**src/rtl/alu_host_driver.sv**
```systemverilog
// Host-side sequencer for the byte-serial ALU bus: accepts one command, loads the
// operands, waits for finish (bounded by TIMEOUT) and returns the assembled result.
module alu_host_driver #(
  parameter int WIDTH   = 8,
  parameter int TIMEOUT = 64
) (
  input  logic               clk,
  input  logic               rst,
  input  logic               cmd_valid,
  output logic               cmd_ready,
  input  logic [1:0]         cmd_op,
  input  logic [WIDTH-1:0]   cmd_a,
  input  logic [WIDTH-1:0]   cmd_b,
  output logic               rsp_valid,
  input  logic               rsp_ready,
  output logic [2*WIDTH-1:0] rsp_data,
  output logic               rsp_err,
  output logic               alu_start,
  output logic [1:0]         alu_sel,
  output logic [WIDTH-1:0]   alu_inbus,
  input  logic [WIDTH-1:0]   alu_outbus,
  input  logic               alu_finish
);

  localparam logic [2:0] S_IDLE   = 3'd0;
  localparam logic [2:0] S_LOAD_A = 3'd1;
  localparam logic [2:0] S_LOAD_M = 3'd2;
  localparam logic [2:0] S_WAIT   = 3'd3;
  localparam logic [2:0] S_RESP   = 3'd4;

  localparam int            CW   = $clog2(TIMEOUT);
  localparam logic [CW-1:0] LAST = CW'(TIMEOUT - 1);

  logic [2:0]       state;
  logic [WIDTH-1:0] b_q;
  logic [WIDTH-1:0] hist;
  logic [CW-1:0]    cnt;

  always_ff @(posedge clk) begin
    if (rst) begin
      state     <= S_IDLE;
      cmd_ready <= 1'b1;
      rsp_valid <= 1'b0;
      rsp_data  <= '0;
      rsp_err   <= 1'b0;
      alu_start <= 1'b0;
      alu_sel   <= '0;
      alu_inbus <= '0;
      b_q       <= '0;
      hist      <= '0;
      cnt       <= '0;
    end else begin
      case (state)
        S_IDLE: begin
          if (cmd_valid && cmd_ready) begin
            b_q       <= cmd_b;
            cmd_ready <= 1'b0;
            alu_start <= 1'b1;
            alu_sel   <= cmd_op;
            alu_inbus <= cmd_a;
            state     <= S_LOAD_A;
          end
        end
        S_LOAD_A: begin
          alu_start <= 1'b0;
          alu_inbus <= b_q;
          state     <= S_LOAD_M;
        end
        S_LOAD_M: begin
          alu_inbus <= '0;
          hist      <= '0;
          cnt       <= '0;
          state     <= S_WAIT;
        end
        S_WAIT: begin
          hist <= alu_outbus;
          cnt  <= cnt + 1'b1;
          // finish takes priority over a timeout landing in the same cycle
          if (alu_finish) begin
            state     <= S_RESP;
            rsp_valid <= 1'b1;
            rsp_err   <= 1'b0;
            rsp_data  <= alu_sel[1] ? {hist, alu_outbus} : {{WIDTH{1'b0}}, alu_outbus};
          end else if (cnt == LAST) begin
            state     <= S_RESP;
            rsp_valid <= 1'b1;
            rsp_err   <= 1'b1;
            rsp_data  <= '0;
          end
        end
        S_RESP: begin
          if (rsp_ready) begin
            state     <= S_IDLE;
            rsp_valid <= 1'b0;
            cmd_ready <= 1'b1;
            alu_sel   <= '0;
          end
        end
        default: begin
          state     <= S_IDLE;
          cmd_ready <= 1'b1;
        end
      endcase
    end
  end

endmodule

```
**config.mk**
```make
export PLATFORM = sky130hd
export DESIGN_NAME = alu_host_driver
export DESIGN_NICKNAME = d
export VERILOG_FILES = /design/src/rtl/alu_host_driver.sv
export SDC_FILE = /design/constraint.sdc
export NUM_CORES = 1
export LEC_CHECK = 0
export ABC_AREA = 1
export ABC_CLOCK_PERIOD_IN_PS = 1410
export CAP_MARGIN = 5
export CORE_ASPECT_RATIO = 0.5
export CORE_MARGIN = 5
export CORE_UTILIZATION = 48
export CTS_CLUSTER_DIAMETER = 120
export DETAILED_ROUTE_END_ITERATION = 8
export PLACE_DENSITY = 0.89
export SYNTH_ARGS = -nofsm -noshare
export SYNTH_HDL_FRONTEND = slang
export SYNTH_SLANG_ARGS = --single-unit
```
**constraint.sdc**
```tcl
create_clock -name clk -period 1.41 [get_ports clk]
set_input_delay 0.141 -clock clk [delete_from_list [all_inputs] [get_ports clk]]
set_output_delay 0.141 -clock clk [all_outputs]
set_load 0.03 [all_outputs]
```
Word level (Yosys, flattened, before mapping)
Cells that the tools add are included.

Register bits: 55. Input port bits: 31.

Add/sub/neg operators: 1. Equal/unequal tests: 8. Muxes and demuxes: 25. Bitwise gates (word level): 1. Reduce and logical (&&, ||, !) cells: 17.

Operator list (count): $mux W16 (3); $pmux W8 S3 (1); $pmux W8 S2 (1); $pmux W3 S5 (1); $mux W3 (4); $pmux W6 S2 (1); $reduce_and A3 Y1 (4); $reduce_bool A2 Y1 (5); $mux W8 (1); $reduce_and A2 Y1 (4); $mux W1 (7); $add A6 B1 Y6 const B (1); $eq A3 B2 Y1 const B (2); $eq A6 B6 Y1 const B (1); $mux W2 (2); $ne A2 B2 Y1 const B (2); $pmux W1 S2 (2); $pmux W2 S2 (1); $eq A3 B1 Y1 const B (1); $eq A3 B3 Y1 const B (1); $logic_not A3 Y1 (1); $ne A3 B3 Y1 const B (1); $pmux W1 S3 (1); $reduce_bool A3 Y1 (1); 3 further kinds (3).

Logic depth before layout (Yosys ltp)
Gate-level depths: netlist of the first run.

Depth in word-level cells: 4. Depth in mapped cells: 8.

Worst setup path before layout of the first run
OpenSTA, ideal clock, no wires.

Kind: register to register. Start: register cnt[0]. End: register rsp_data[3]. Library setup time: 0.132 ns. Arrival time: 1.175 ns. Required time: 1.278 ns. Slack: 0.103 ns. Cell stages (with the launch flop): 8. Path buffers: 1. Period minus slack after synthesis: 1.307 ns. Cell sequence: dfxtp_1 -> ha_1 -> nand3_1 -> o21bai_4 -> nand2_8 -> buf_6 -> nand2_1 -> a21oi_1.

Word-level cells in the longest chain between the ends: 3.

RTL lines: start, declared (line 37) `logic [CW-1:0] cnt;`; start signal, assigned (line 77) `cnt <= cnt + 1'b1;`; $eq A6 B6 Y1 (line 84) `end else if (cnt == LAST) begin`; $reduce_bool A2 Y1 (no source line); $reduce_and A2 Y1 (no source line); end signal, assigned (line 83) `rsp_data <= alu_sel[1] ? {hist, alu_outbus} : {{WIDTH{1'b0}}, alu_outbus};`; end, declared (line 16) `output logic [2*WIDTH-1:0] rsp_data,`.

Every way passes these cells. A chain may end at the register's enable or synchronous reset.

Final worst setup path of the first run
Ends and elaborated chain as after synthesis.

==> metrics.csv, run 1 <==
metric,value,unit
outcome,completed,
htree_levels,2,
firstDrtPassIters,4,
rsz0062_at_grt,yes,
slew_violations,0,
syn_area,2394,sq um
antenna_found_initial,0,
nFillCells,462,
grt_pass1_wl,9515,um
ys_seq_area_share,46.00,%
cts_root_buffer,clkbuf_8,
hold_viol_final,0,
clk_latency,0.31,ns
clk_pin_slew,0.11,ns
syn_area_per_cell,7.623,sq um
numPlacedInstances,434,
ir_worst_vdd,696.3,uV
first_global_vias,2191,
yosys_warnings,0,
worstPathRequired,1.60,ns
dpl_cell_area,3017,sq um
die_h,59.94,um
vias_per_cell,4.989,
fin_cells,443,
final_nets,404,
start_util,49.20,%
post-route-period-util,95.09,%
path_max_fanout,10,
wirelength,5771,um
wl_per_cell,13.03,um
synth_top_area_share,46.00,%
synth-seq-cells,55,
area_growth,29.38,%
fin_setup_tns,0,ns
synth_top_area_cell,dfxtp_1,
end_kind,flop,
whs,0.4142,ns
hold_depth,3,
maxCapViolations,0,
num_rows,18,
start_kind,flop,
period_needed,1.341,ns
drive_gt1_share,11.80,%
gr-usage-all-layers,18.33,%
multi_input_area,1070,sq um
seq_area,1106,sq um
synth_cell_types,30,
r2r_cells,6,
synthArstFlopShare,0,%
slew_headroom,74.11,%
cts_buffers,5,
cts.sinks,55,
synth_edf_count,0,
grt_start_max_net_pins,32,
place_hpwl,4148,um
fp.dieArea,6585,sq um
pwr_density_cell,1406,nW/um^2
core_area,4865,sq um
clock_path_buffers,2,
port_buffers,60,
setup_viol,0,
drt_iter0_drc,124,
place_congestion,0.7557,
syn_inst,314,
n_antenna_cell,0,
crit_type,flop to flop,
fmax,0.7459,GHz
die_w,109.9,um
ys.flop_type,dfxtp_1,
synth.area.top_cells,"dfxtp_1 46%, nand2_1 13%, a21oi_1 8.6%",
design_area,3097,sq um
cts_post_setup_buffers_inserted,0,
p_leak,1.322,nW
yosys-top-cells-count,"86 x nand2_1, 55 x dfxtp_1, 41 x a21oi_1",
worst_slew_pin_slew,0.3878,ns
grt_overflow,0,
ios,61,
syn-num-nets,346,
fin_skew,0.009398,ns
vias,2210,
cts_tree,yes,
synth_most_common_cell,nand2_1,
drcViolationCount,0,
hp-class,input pin to flop,
cp.arrival,1.53,ns
drtAntennaViolNets,0,
[final timing paths]
path / startpoint / endpoint / slack, ns
setup reg to reg: cnt[0] / rsp_data[3] / 0.07
hold reg to reg: b_q[6] / b_q[6] / 0.45
setup / recovery: cnt[0] / rsp_data[3] / 0.07
hold / removal: alu_outbus[0] / hist[0] / 0.41
[state kept, by name (all words and copies together), names as in the netlist]
| signal | count |
|---|---|
| cnt | 6 |
| rsp_valid | 1 |
| alu_start | 1 |
| b_q | 8 |
| alu_inbus | 8 |
| cmd_ready | 1 |
| state | 3 |
| rsp_err | 1 |
| alu_sel | 2 |
| hist | 8 |
| rsp_data | 16 |
[where the power goes]
part | switching [mW] | internal (mW)
Clock | 0.529 | 0.356
Sequential | 0.155 | 1.78
Combinational | 0.989 | 0.543
[logic make-up after synthesis]
logic type                 count (synthesis)  share of synthesized area (%)
DFF                                       55                          46.00
buffers and inverters                     46                          10.09
adders and majority gates                  1                         0.5227
AOI/OAI and AO/OA                         64                          15.06
and+or+nand+nor                          148                          28.33
[what timing repair did]
item,in CTS,in global routing
cloned,0,1
hold buffers,0,0
gates resized for setup,30,5
pin swaps,1,1
endpoints found under the setup margin,30,17
[metrics by stage]
step	utilization, %	setup WS, ns	power [mW]
floorplan	-	0.1026	3.120
CTS	63.27	0.02195	4.380
global route	63.66	-0.006810	4.679
detailed placement	62.01	0.01529	3.582
finish	63.66	0.06928	4.354
global placement	62.01	0.1368	3.520
[metal layers]
metal	wire (um)	share of wire (%)	track usage, %
met1	2362	41	20.37
met2	3054	53	34.48
met4	43	0.75	6.217
met3	310	5.4	4.639
met5	0	0	0
[placed cells by master (no fill, tap or decap)]
cell type        instances
nand2_1                 86
dfxtp_1                 51
a21oi_1                 41
clkdlybuf4s50_1         30
dlygate4sd2_1           29
inv_1                   25
nor2_1                  22
nand3_1                 20
o21ai_0                 14
nand4_1                  8
buf_4                    7
clkbuf_8                 5
nand3_2                  4
dfxtp_2                  4
inv_2                    3
o21ai_2                  3
a21oi_2                  3
inv_6                    2
nor2_2                   2
nand2_4                  2
clkinvlp_4               2
o21bai_4                 1
nand3_4                  1
nand2_8                  1
nand3b_1                 1
nand4_2                  1
nand2_2                  1
a31oi_1                  1
o211ai_1                 1
ha_2                     1
buf_12                   1
[layout make-up]
cell class	count	share of cell area, %
clock inverter	3	0.7677
inverter	29	3.677
multi-input combinational	214	34.55
tap	70	2.828
sequential	55	35.72
clock buffer	5	2.222
timing repair buffer	67	20.24
[critical path, cell delays in order, from the launching register on]
cell and delay [ns]:
dfxtp_2 0.37, ha_2 0.20, nand3_2 0.12, o21bai_4 0.25, nand2_8 0.11, nand2_1 0.10, a21oi_1 0.07
No activity file was read; power rests on OpenSTA's default activity.
==> inputs of run 2 (changes only) <==
--- a/config.mk
+++ b/config.mk
@@ -7,12 +7,13 @@
 export LEC_CHECK = 0
 export ABC_AREA = 1
 export ABC_CLOCK_PERIOD_IN_PS = 1410
-export CAP_MARGIN = 5
+export CAP_MARGIN = 20
 export CORE_ASPECT_RATIO = 0.5
 export CORE_MARGIN = 5
 export CORE_UTILIZATION = 48
 export CTS_CLUSTER_DIAMETER = 120
 export DETAILED_ROUTE_END_ITERATION = 8
+export HOLD_SLACK_MARGIN = 0.02
 export PLACE_DENSITY = 0.89
 export SYNTH_ARGS = -nofsm -noshare
 export SYNTH_HDL_FRONTEND = slang
==> results of run 2 <==
No change in the layout: final DEF, timing and power equal those of run 1.
==> inputs of run 3 (changes only) <==
--- a/config.mk
+++ b/config.mk
@@ -14,7 +14,7 @@
 export CTS_CLUSTER_DIAMETER = 120
 export DETAILED_ROUTE_END_ITERATION = 8
 export HOLD_SLACK_MARGIN = 0.02
-export PLACE_DENSITY = 0.89
+export PLACE_DENSITY = 0.86
 export SYNTH_ARGS = -nofsm -noshare
 export SYNTH_HDL_FRONTEND = slang
 export SYNTH_SLANG_ARGS = --single-unit
==> run 3 against run 2 <==
  * Register-to-register slack about the same
  * Critical endpoint is now rsp_data[11]
  * Total power is 5.3% higher
  * Largest cell class unchanged
  * Hold slack improved by 0.0048 ns
  * Final area up 2.5%
  * Setup slack better by 0.0075 ns
  * Flip-flop and latch count unchanged
  * Global-route usage is 0.11 points lower
  * Fmax grew 0.56%
  * Via count up 1.3%
  * Highest routed layer unchanged
==> metrics.csv, run 3 (synthesis gave the netlist of run 1 again) <==
metric,value,unit
r2r_slack,0.08,ns
rr_endpoint,rsp_data[11],
fmax,0.7501,GHz
path_max_fanout,5,
fp.dieArea,6585,sq um
worstPathCellList,ha_2 > nand3_4 > o21bai_4 > buf_12 > nand2_4 > nand2_1 > a21oi_1,
fin_ws,0.07677,ns
r2r-start,cnt[0],
multi_input_area,1100,sq um
first_global_vias,2084,
final_common_cell,nand2_1,
outcome,completed,
final_nets,407,
fin_setup_tns,0,ns
slew_violations,0,
clock_path_buffers,2,
seq_area,1104,sq um
post-route-period-util,94.56,%
grt_pass1_wl,9342,um
pwr_density_cell,1445,nW/um^2
grt_overflow,0,
num_rows,18,
p_leak,1.371,nW
seqPwrFrac,42.1,%
antenna_found_initial,0,
gr-usage-all-layers,18.23,%
die_w,109.9,um
critPathSlowestCell,dfxtp_2,
dpl_cell_area,3017,sq um
numPlacedInstances,434,
fin_cells,446,
cp.arrival,1.55,ns
period_needed,1.333,ns
pre_cts_ws,0.03850,ns
start_kind,flop,
whs,0.4190,ns
cts.sinks,55,
worstHoldStart,alu_outbus[1],
vias,2238,
drtAntennaViolNets,0,
layout_common_cells,"86 x nand2_1, 53 x dfxtp_1, 41 x a21oi_1",
largest_reg_flops,16,
postLayoutCoreUtil,65.23,%
maxCapViolations,0,
drive_gt1_share,11.97,%
drcViolationCount,0,
r2r_cells,7,
cts_root_buffer,clkbuf_8,
place_congestion,0.7957,
hold-path-endpoint,hist[1],
power,4.584,mW
cts_buffers,5,
wirelength,5885,um
place_hpwl,3938,um
drt_iter0_drc,100,
ir_worst_vdd,758.5,uV
worst_slew_pin_slew,0.3935,ns
die_h,59.94,um
cts_tree,yes,
worst-path-buf-inv,1,
wl_per_cell,13.20,um
clk_latency,0.32,ns
p_comb_share,34.0,%
largest_register,rsp_data,
vias_per_cell,5.018,
setup_viol,0,
crit_type,flop to flop,
clock_power_share,23.9,%
firstDrtPassIters,4,
clk_pin_slew,0.11,ns
ios,61,
end_kind,flop,
intPower,2.868,mW
hold_depth,3,
critical_path.top_delay_family,flip-flops,
start_util,49.20,%
hold_viol_final,0,
htree_levels,2,
area_growth,32.57,%
n_antenna_cell,0,
grt_start_max_net_pins,32,
fin_skew,0.006413,ns
cts_hold_buf,0,
cpPeakStageDelay,0.37,ns
worstPathRequired,1.62,ns
slew_headroom,73.73,%
hp-class,input pin to flop,
net-switching-power,1.716,mW
design_area,3173,sq um
core_area,4865,sq um
nFillCells,424,
swShare,37.43,%
port_buffers,60,
-- run 3: final cells by class --
class                   count  share of cell area, %
clock buffers               5                  2.169
clock inverters             3                  1.498
inverters                  29                  3.746
multi-input cells         216                  34.66
flip-flops and latches     55                  34.78
well taps                  70                  2.760
repair buffers             68                  20.39
-- run 3: per-layer routing --
metal,up-vias,track usage [%],part of all wire [%]
met5,-,0,0
met3,16,4.207,5.1
met4,0,8.348,2.1
met1,1017,21.14,41
li1,1141,-,-
met2,64,32.41,51
-- run 3: worst max path at each step --
stage / slack (ns) / cells after the start / startpoint / end
floorplan: 0.10 / 7 / cnt[0] / rsp_data[3]
global placement: 0.14 / 6 / cmd_valid / alu_sel[1]
detailed placement: 0.04 / 6 / cmd_valid / alu_sel[0]
CTS: 0.009 / 6 / cnt[0] / rsp_data[14]
global route: -0.002 / 5 / state[2] / rsp_data[14]
finish: 0.08 / 7 / cnt[0] / rsp_data[11]
-- run 3: power groups by stage --
stage               Sequential, mW  Clock (mW)  Combinational [mW]
floorplan                     2.20           0               0.920
global placement              1.96           0                1.57
detailed placement            1.97           0                1.61
CTS                           1.93        1.11                1.54
global route                  1.96        1.17                1.74
finish                        1.93        1.09                1.56
-- run 3: worst min-delay path: cells and delay by family --
family                 cells  cell delay, ns
buffers and inverters      1            0.42
and+or+nand+nor            1            0.07
AOI/OAI and AO/OA          1            0.06
-- run 3: what timing repair did --
action                     4_1_cts  5_1_grt
setup endpoints to repair       29       22
hold endpoints to repair         0        0
gates resized for setup         29        8
pin swaps                        0        3
cloned                           0        3
setup buffers                    0        1
